===== config.mk =====
export PLATFORM = sky130hd
export DESIGN_NAME = cpu16_mem_arbiter
export DESIGN_NICKNAME = d
export VERILOG_FILES = /design/src/rtl/cpu16_mem_pkg.sv /design/src/rtl/cpu16_mem_arbiter_arb_rr2.sv /design/src/rtl/cpu16_mem_arbiter.sv
export SDC_FILE = /design/constraint.sdc
export NUM_CORES = 1
export LEC_CHECK = 0
export ABC_AREA = 1
export CAP_MARGIN = 40
export CORE_MARGIN = 2
export CORE_UTILIZATION = 21
export DETAILED_ROUTE_END_ITERATION = 7
export GPL_TIMING_DRIVEN = 0
export HOLD_SLACK_MARGIN = 0.15
export PLACE_DENSITY = 0.83
export SYNTH_ARGS = -nofsm -noshare
export SYNTH_HDL_FRONTEND = slang
export SYNTH_SLANG_ARGS = --single-unit

===== constraint.sdc =====
create_clock -name clk -period 1.2 [get_ports clk]
set_input_delay 0.24 -clock clk [delete_from_list [all_inputs] [get_ports clk]]
set_output_delay 0.24 -clock clk [all_outputs]
set_load 0.01 [all_outputs]

===== src/rtl/cpu16_mem_pkg.sv =====
// Shared types and constants for the cpu16 memory arbiter: address regions,
// the fill value for unmapped reads and the registered read-source tag.
package cpu16_mem_pkg;

    localparam logic [3:0]  REGION_SRAM = 4'h0;
    localparam logic [3:0]  REGION_VRAM = 4'h8;
    localparam logic [3:0]  REGION_CTRL = 4'hF;
    localparam logic [15:0] READ_FILL   = 16'hEEEE;

    typedef enum logic [1:0] {
        SRC_NONE,
        SRC_INS_SRAM,
        SRC_DAT_SRAM,
        SRC_DAT_CONST
    } read_src_e;

    function automatic logic [3:0] region_of(input logic [15:0] addr);
        return addr[15:12];
    endfunction

endpackage


===== src/rtl/cpu16_mem_arbiter_arb_rr2.sv =====
// Two-requester grant picker for the SRAM read port (ins vs. dat).
// CPU16_ARB_ROUND_ROBIN_EN selects round-robin; otherwise dat has fixed priority.
module arb_rr2 (
    input  logic clk,
    input  logic reset_n,
    input  logic ins_req,
    input  logic dat_req,
    output logic ins_gnt,
    output logic dat_gnt
);

`ifdef CPU16_ARB_ROUND_ROBIN_EN
    logic last_ins;
    logic contested;

    assign contested = ins_req & dat_req;

    // Pointer only moves on contested cycles; reset value lets ins win first.
    always_ff @(posedge clk or negedge reset_n) begin
        if (!reset_n) begin
            last_ins <= 1'b0;
        end else if (contested) begin
            last_ins <= ~last_ins;
        end
    end

    always_comb begin
        ins_gnt = ins_req & (~dat_req | ~last_ins);
        dat_gnt = dat_req & (~ins_req |  last_ins);
    end
`else
    logic unused_clk_rst;

    assign unused_clk_rst = clk ^ reset_n;

    always_comb begin
        dat_gnt = dat_req;
        ins_gnt = ins_req & ~dat_req;
    end
`endif

endmodule


===== src/rtl/cpu16_mem_arbiter.sv =====
// Shared-memory responder for cpu16: arbitrates ins reads, data reads/writes
// and debug writes onto SRAM, VRAM and the control register (holds cpu_reset).
// Optional macro: CPU16_ARB_ROUND_ROBIN_EN (round-robin read-port arbitration).
module cpu16_mem_arbiter
    import cpu16_mem_pkg::*;
#(
    parameter int SRAM_AW = 8
) (
    input  logic               clk,
    input  logic               reset_n,
    input  logic [15:0]        ins_rd_addr,
    input  logic               ins_rd_req,
    output logic [15:0]        ins_rd_data,
    output logic               ins_rd_rdy,
    input  logic [15:0]        dat_rw_addr,
    input  logic [15:0]        dat_wr_data,
    input  logic               dat_rd_req,
    input  logic               dat_wr_req,
    output logic [15:0]        dat_rd_data,
    output logic               dat_rd_rdy,
    output logic               dat_wr_rdy,
    input  logic               dbg_we,
    input  logic [15:0]        dbg_waddr,
    input  logic [15:0]        dbg_wdata,
    output logic [SRAM_AW-1:0] mem_raddr,
    output logic               mem_re,
    input  logic [15:0]        mem_rdata,
    output logic [SRAM_AW-1:0] mem_waddr,
    output logic [15:0]        mem_wdata,
    output logic               mem_we,
    output logic [10:0]        vram_waddr,
    output logic [7:0]         vram_wdata,
    output logic               vram_we,
    output logic               cpu_reset
);

    logic        cpu_en;
    logic        dat_wr_gnt;
    logic        wr_active;
    logic [15:0] wr_addr;
    logic [15:0] wr_data;
    logic [3:0]  wr_region;
    logic        ctrl_we;
    logic        ins_cand;
    logic        dat_rd_cand;
    logic        dat_rd_sram;
    logic        dat_rd_const;
    logic        ins_gnt;
    logic        dat_sram_gnt;
    logic [15:0] const_val;

    read_src_e   ins_src_q;
    read_src_e   dat_src_q;
    logic [15:0] const_q;
    logic        dat_wr_rdy_q;
    logic        unused_addr_bits;

    assign cpu_en = ~cpu_reset;

    // Write port: debug always wins and is accepted even while the CPU is held.
    always_comb begin
        dat_wr_gnt = dat_wr_req & ~dbg_we & cpu_en;
        wr_active  = dbg_we | dat_wr_gnt;
        wr_addr    = dbg_we ? dbg_waddr : dat_rw_addr;
        wr_data    = dbg_we ? dbg_wdata : dat_wr_data;
        wr_region  = region_of(wr_addr);
        mem_we     = wr_active && (wr_region == REGION_SRAM);
        vram_we    = wr_active && (wr_region == REGION_VRAM);
        ctrl_we    = wr_active && (wr_region == REGION_CTRL);
    end

    assign mem_waddr  = wr_addr[SRAM_AW-1:0];
    assign mem_wdata  = wr_data;
    assign vram_waddr = wr_addr[10:0];
    assign vram_wdata = wr_data[7:0];

    // A pending data write blocks the data read; non-SRAM reads bypass the port.
    always_comb begin
        ins_cand     = ins_rd_req & cpu_en;
        dat_rd_cand  = dat_rd_req & ~dat_wr_req & cpu_en;
        dat_rd_sram  = dat_rd_cand && (region_of(dat_rw_addr) == REGION_SRAM);
        dat_rd_const = dat_rd_cand && (region_of(dat_rw_addr) != REGION_SRAM);
        const_val    = (region_of(dat_rw_addr) == REGION_CTRL) ? {15'b0, cpu_reset}
                                                                : READ_FILL;
    end

    arb_rr2 u_arb (
        .clk     (clk),
        .reset_n (reset_n),
        .ins_req (ins_cand),
        .dat_req (dat_rd_sram),
        .ins_gnt (ins_gnt),
        .dat_gnt (dat_sram_gnt)
    );

    assign mem_re    = ins_gnt | dat_sram_gnt;
    assign mem_raddr = ins_gnt ? ins_rd_addr[SRAM_AW-1:0] : dat_rw_addr[SRAM_AW-1:0];

    always_ff @(posedge clk or negedge reset_n) begin
        if (!reset_n) begin
            ins_src_q    <= SRC_NONE;
            dat_src_q    <= SRC_NONE;
            const_q      <= 16'h0000;
            dat_wr_rdy_q <= 1'b0;
            cpu_reset    <= 1'b0;
        end else begin
            ins_src_q    <= ins_gnt ? SRC_INS_SRAM : SRC_NONE;
            dat_src_q    <= dat_sram_gnt ? SRC_DAT_SRAM :
                            dat_rd_const ? SRC_DAT_CONST : SRC_NONE;
            const_q      <= dat_rd_const ? const_val : 16'h0000;
            dat_wr_rdy_q <= dat_wr_gnt;
            if (ctrl_we) begin
                cpu_reset <= wr_data[0];
            end
        end
    end

    // Completion pulses scheduled before cpu_reset rose are swallowed here.
    always_comb begin
        ins_rd_rdy  = (ins_src_q == SRC_INS_SRAM) & cpu_en;
        dat_rd_rdy  = (dat_src_q != SRC_NONE) & cpu_en;
        dat_wr_rdy  = dat_wr_rdy_q & cpu_en;
        ins_rd_data = (ins_src_q == SRC_INS_SRAM) ? mem_rdata : 16'h0000;
        case (dat_src_q)
            SRC_DAT_SRAM:  dat_rd_data = mem_rdata;
            SRC_DAT_CONST: dat_rd_data = const_q;
            default:       dat_rd_data = 16'h0000;
        endcase
    end

    assign unused_addr_bits = ^{wr_addr, ins_rd_addr};

endmodule


==> impl_metrics.xml <==
<?xml version="1.0" encoding="UTF-8"?>
<metrics>
  <group name="setup_path">
    <metric name="worst-r2r-cell-count" unit="">5</metric>
    <metric name="reg2reg_setup_slack" unit="ps">110</metric>
    <metric name="crit-reg2reg-capture" unit="">cpu_reset</metric>
    <metric name="origin_of_the_critical_flop_to_flop_path" unit="">cpu_reset</metric>
    <metric name="data_arrival_at_the_endpoint_of_the_critical_path" unit="ps">1460</metric>
    <metric name="criticalPathCategory" unit="">flip-flop to primary output</metric>
    <metric name="worstPathRequired" unit="ps">960</metric>
    <metric name="critical_path.startpoint_type" unit="">flip-flop</metric>
    <metric name="crit_path_max_fanout" unit="">6</metric>
    <metric name="worst_setup_path_end_kind" unit="">primary output</metric>
  </group>
  <group name="clocking">
    <metric name="cts_htree_levels" unit="">1</metric>
    <metric name="hold_buffers" unit="">0</metric>
    <metric name="tritoncts" unit="">done</metric>
    <metric name="cts_buffers" unit="">3</metric>
    <metric name="clock-root-buffer" unit="">sky130_fd_sc_hd__clkbuf_8</metric>
    <metric name="clock-sinks" unit="">7</metric>
    <metric name="cts.reportedPaths.clkPinSlew" unit="ps">40</metric>
    <metric name="clk-insertion-delay-late" unit="ps">230</metric>
    <metric name="cts.path.max_buffers" unit="">2</metric>
  </group>
  <group name="power">
    <metric name="cellPowerDensity" unit="nW/um2">735.8</metric>
    <metric name="worst_ir_drop_vdd" unit="V">0.0006385</metric>
    <metric name="leakagePower" unit="nW">2.621</metric>
  </group>
  <group name="synth">
    <metric name="most_used_dff_post_synth" unit="">sky130_fd_sc_hd__dfrtp_1</metric>
    <metric name="synth.ff_latch_count" unit="">7</metric>
    <metric name="mappedNetlistArea" unit="um2">1281</metric>
    <metric name="yosysWarnings" unit="">0</metric>
    <metric name="mappedNetlistNets" unit="">369</metric>
    <metric name="synth.avg_cell_area" unit="um2">4.799</metric>
    <metric name="ys_top_cells_by_count" unit="">sky130_fd_sc_hd__nand2_1 (154), sky130_fd_sc_hd__inv_1 (33), sky130_fd_sc_hd__nand3_1 (19)</metric>
    <metric name="yosys-top-cells-area" unit="">sky130_fd_sc_hd__nand2_1 (45%), sky130_fd_sc_hd__dfrtp_1 (14%), sky130_fd_sc_hd__inv_1 (9.7%)</metric>
    <metric name="synth_most_common_cell" unit="">sky130_fd_sc_hd__nand2_1</metric>
    <metric name="post_synth_arst_share" unit="">1.000</metric>
    <metric name="syn_inst" unit="">267</metric>
    <metric name="synth_edf_count" unit="">0</metric>
    <metric name="post-synth-top-area-fraction" unit="">0.4512</metric>
    <metric name="ys_types" unit="">18</metric>
    <metric name="synth_area_leader_cell" unit="">sky130_fd_sc_hd__nand2_1</metric>
    <metric name="ys_seq_area_frac" unit="">0.1367</metric>
  </group>
  <group name="place">
    <metric name="hpwl" unit="um">5555</metric>
    <metric name="placement.cell_area" unit="um2">3271</metric>
    <metric name="gp_routability_congestion" unit="">0.7904</metric>
    <metric name="buffer_ports.inserted" unit="">181</metric>
    <metric name="place_ws" unit="ps">-1233</metric>
  </group>
  <group name="finish">
    <metric name="final-seq-area" unit="um2">176.4</metric>
    <metric name="layout.nets" unit="">628</metric>
    <metric name="layout_cell_share_with_drive_strength_beyond_1" unit="">0.6838</metric>
    <metric name="layout.filler_cells" unit="">327</metric>
    <metric name="final_design_area_no_fill" unit="um2">4861</metric>
    <metric name="finalCoreUtilization" unit="">0.8210</metric>
    <metric name="multi_input_comb_area" unit="um2">1464</metric>
    <metric name="area.growth.synth_to_final" unit="%">279.4</metric>
  </group>
  <group name="sta">
    <metric name="report.final.hold_viol_count" unit="">0</metric>
    <metric name="final_critical_path_setup_slack" unit="ps">-503.5</metric>
    <metric name="final.min_clock_period" unit="ps">1703</metric>
    <metric name="part_of_the_cycle_the_worst_path_needs" unit="">1.420</metric>
    <metric name="timing.final.max_slew_violations" unit="">0</metric>
    <metric name="rsz0062_at_grt" unit="">true</metric>
    <metric name="accumulated_negative_setup_slack" unit="ps">-19910</metric>
    <metric name="timing.final.setup_violations" unit="">83</metric>
    <metric name="skew" unit="ps">0.9591</metric>
    <metric name="fin_worst_hold_slack" unit="ps">276.7</metric>
    <metric name="clock.fmax" unit="MHz">587.0</metric>
  </group>
  <group name="grt">
    <metric name="grt_first_pass_wirelength" unit="um">12210</metric>
    <metric name="gr-total-overflow" unit="">0</metric>
    <metric name="antenna_violations_before_repair" unit="">1</metric>
    <metric name="groute.usage.overall" unit="">0.2380</metric>
    <metric name="largest_net_degree_at_the_start_of_global_routing" unit="">11</metric>
    <metric name="via_count_of_the_first_global_routing_pass" unit="">2741</metric>
  </group>
  <group name="hold_path">
    <metric name="worstHoldPathType" unit="">input port to async pin</metric>
  </group>
  <group name="route">
    <metric name="routedWlPerCell" unit="um">16.66</metric>
    <metric name="detail_route.drc_violations" unit="">0</metric>
    <metric name="total_via_count_in_the_routed_design" unit="">2700</metric>
    <metric name="pre_antenna_drt_iters" unit="">4</metric>
    <metric name="sum_of_routed_wire_length_over_all_layers" unit="um">10010</metric>
    <metric name="dr.first_iter.drc_count" unit="">74</metric>
    <metric name="vias_per_cell" unit="">4.493</metric>
    <metric name="detail-route-antenna-nets" unit="">0</metric>
  </group>
  <group name="status">
    <metric name="failed_checks" unit="">setup timing</metric>
    <metric name="status" unit="">complete, but fails checks</metric>
  </group>
  <group name="floorplan">
    <metric name="die-width" unit="um">82.11</metric>
    <metric name="initial_utilization" unit="">0.2164</metric>
    <metric name="row_count" unit="">28</metric>
    <metric name="floorplan.die.height" unit="um">82.11</metric>
    <metric name="die_area" unit="um2">6742</metric>
    <metric name="core_region_area" unit="um2">5921</metric>
    <metric name="io_pins" unit="">192</metric>
  </group>
  <group name="flow_run">
    <metric name="max-cap-violations" unit="">0</metric>
  </group>
</metrics>
## where the power goes
group / internal (W) / switching (W)
Combinational: 0.00162 / 0.00131
Clock: 0.000230 / 0.000105
Sequential: 0.000277 / 0.0000327
## kinds of logic (layout without fill, tap and decap cells)
kind of cell	after synthesis	in the layout	share of synthesized area
flip-flops	7	7	0.1367
AND/OR/NAND/NOR	189	190	0.5840
AO/OA/AOI/OAI	6	6	0.02832
other	1	2	0.002927
buffers and inverters	64	321	0.2481
## layer usage
layer / routed length, um / track usage / up-vias
li1: - / - / 1298
met1: 3158 / 0.1913 / 1208
met2: 5547 / 0.5236 / 163
met3: 923 / 0.07065 / 31
met4: 381 / 0.07500 / 0
met5: 0 / 0 / -
## layout by cell type (no fill, tap or decap), drive strengths merged, types with 4 or more instances in the layout
cell type      count
nor3               4
nand2            156
clkbuf             7
dfrtp              7
inv               36
clkdlybuf4s50     56
buf              187
o21ai              4
dlygate4sd2       29
nand3             19
dlymetal6s2s       5
nor2              11
## timing repair
item	in CTS	in global routing
gates resized for setup	594	189
setup buffers	65	23
gates cloned	8	2
endpoints found under the setup margin	92	90
pin swaps	54	54
## how the worst max path moves through the flow
stage,start,slack (ps),to,cells past startpoint
after floorplan,cpu_reset,-70,vram_we,4
final,cpu_reset,-500,mem_raddr[2],9
after global placement,dbg_we,-1210,vram_wdata[4],7
after global routing,cpu_reset,-570,mem_raddr[2],9
after CTS,cpu_reset,-520,mem_raddr[2],9
after detailed placement,dbg_we,-1230,vram_wdata[5],7
## layout make-up
cell class | count | area share
Buffer | 17 | 0.04710
Inverter | 35 | 0.03063
Sequential cell | 7 | 0.03629
Multi-Input combinational cell | 197 | 0.3012
Tap cell | 75 | 0.01931
Clock buffer | 4 | 0.009266
Timing Repair inverter | 1 | 0.001287
Antenna cell | 1 | 0.0005148
Timing Repair Buffer | 264 | 0.5544
## flip-flops by register name, indices dropped and copies added, names as in the netlist
register	count
const_q	2
dat_src_q	2
dat_wr_rdy_q	1
ins_src_q	1
cpu_reset	1
## worst max-delay path: stages, from the launching register on
cell and delay, ps:
sky130_fd_sc_hd__dfrtp_1 390, sky130_fd_sc_hd__buf_6 150, sky130_fd_sc_hd__nor2_4 120, sky130_fd_sc_hd__nand2_4 100, sky130_fd_sc_hd__nand2_8 110, sky130_fd_sc_hd__inv_8 50
sky130_fd_sc_hd__buf_6 110, sky130_fd_sc_hd__nand2_2 50, sky130_fd_sc_hd__nand2_2 50, sky130_fd_sc_hd__buf_6 120
## per-stage QoR
step / total power [W] / instances
after floorplan: 0.001065 / 267
after global placement: 0.002093 / 523
after detailed placement: 0.002117 / 523
after CTS: 0.003012 / 589
after global routing: 0.003778 / 601
final: 0.003577 / 601
Power figures use the tool's default switching activity.
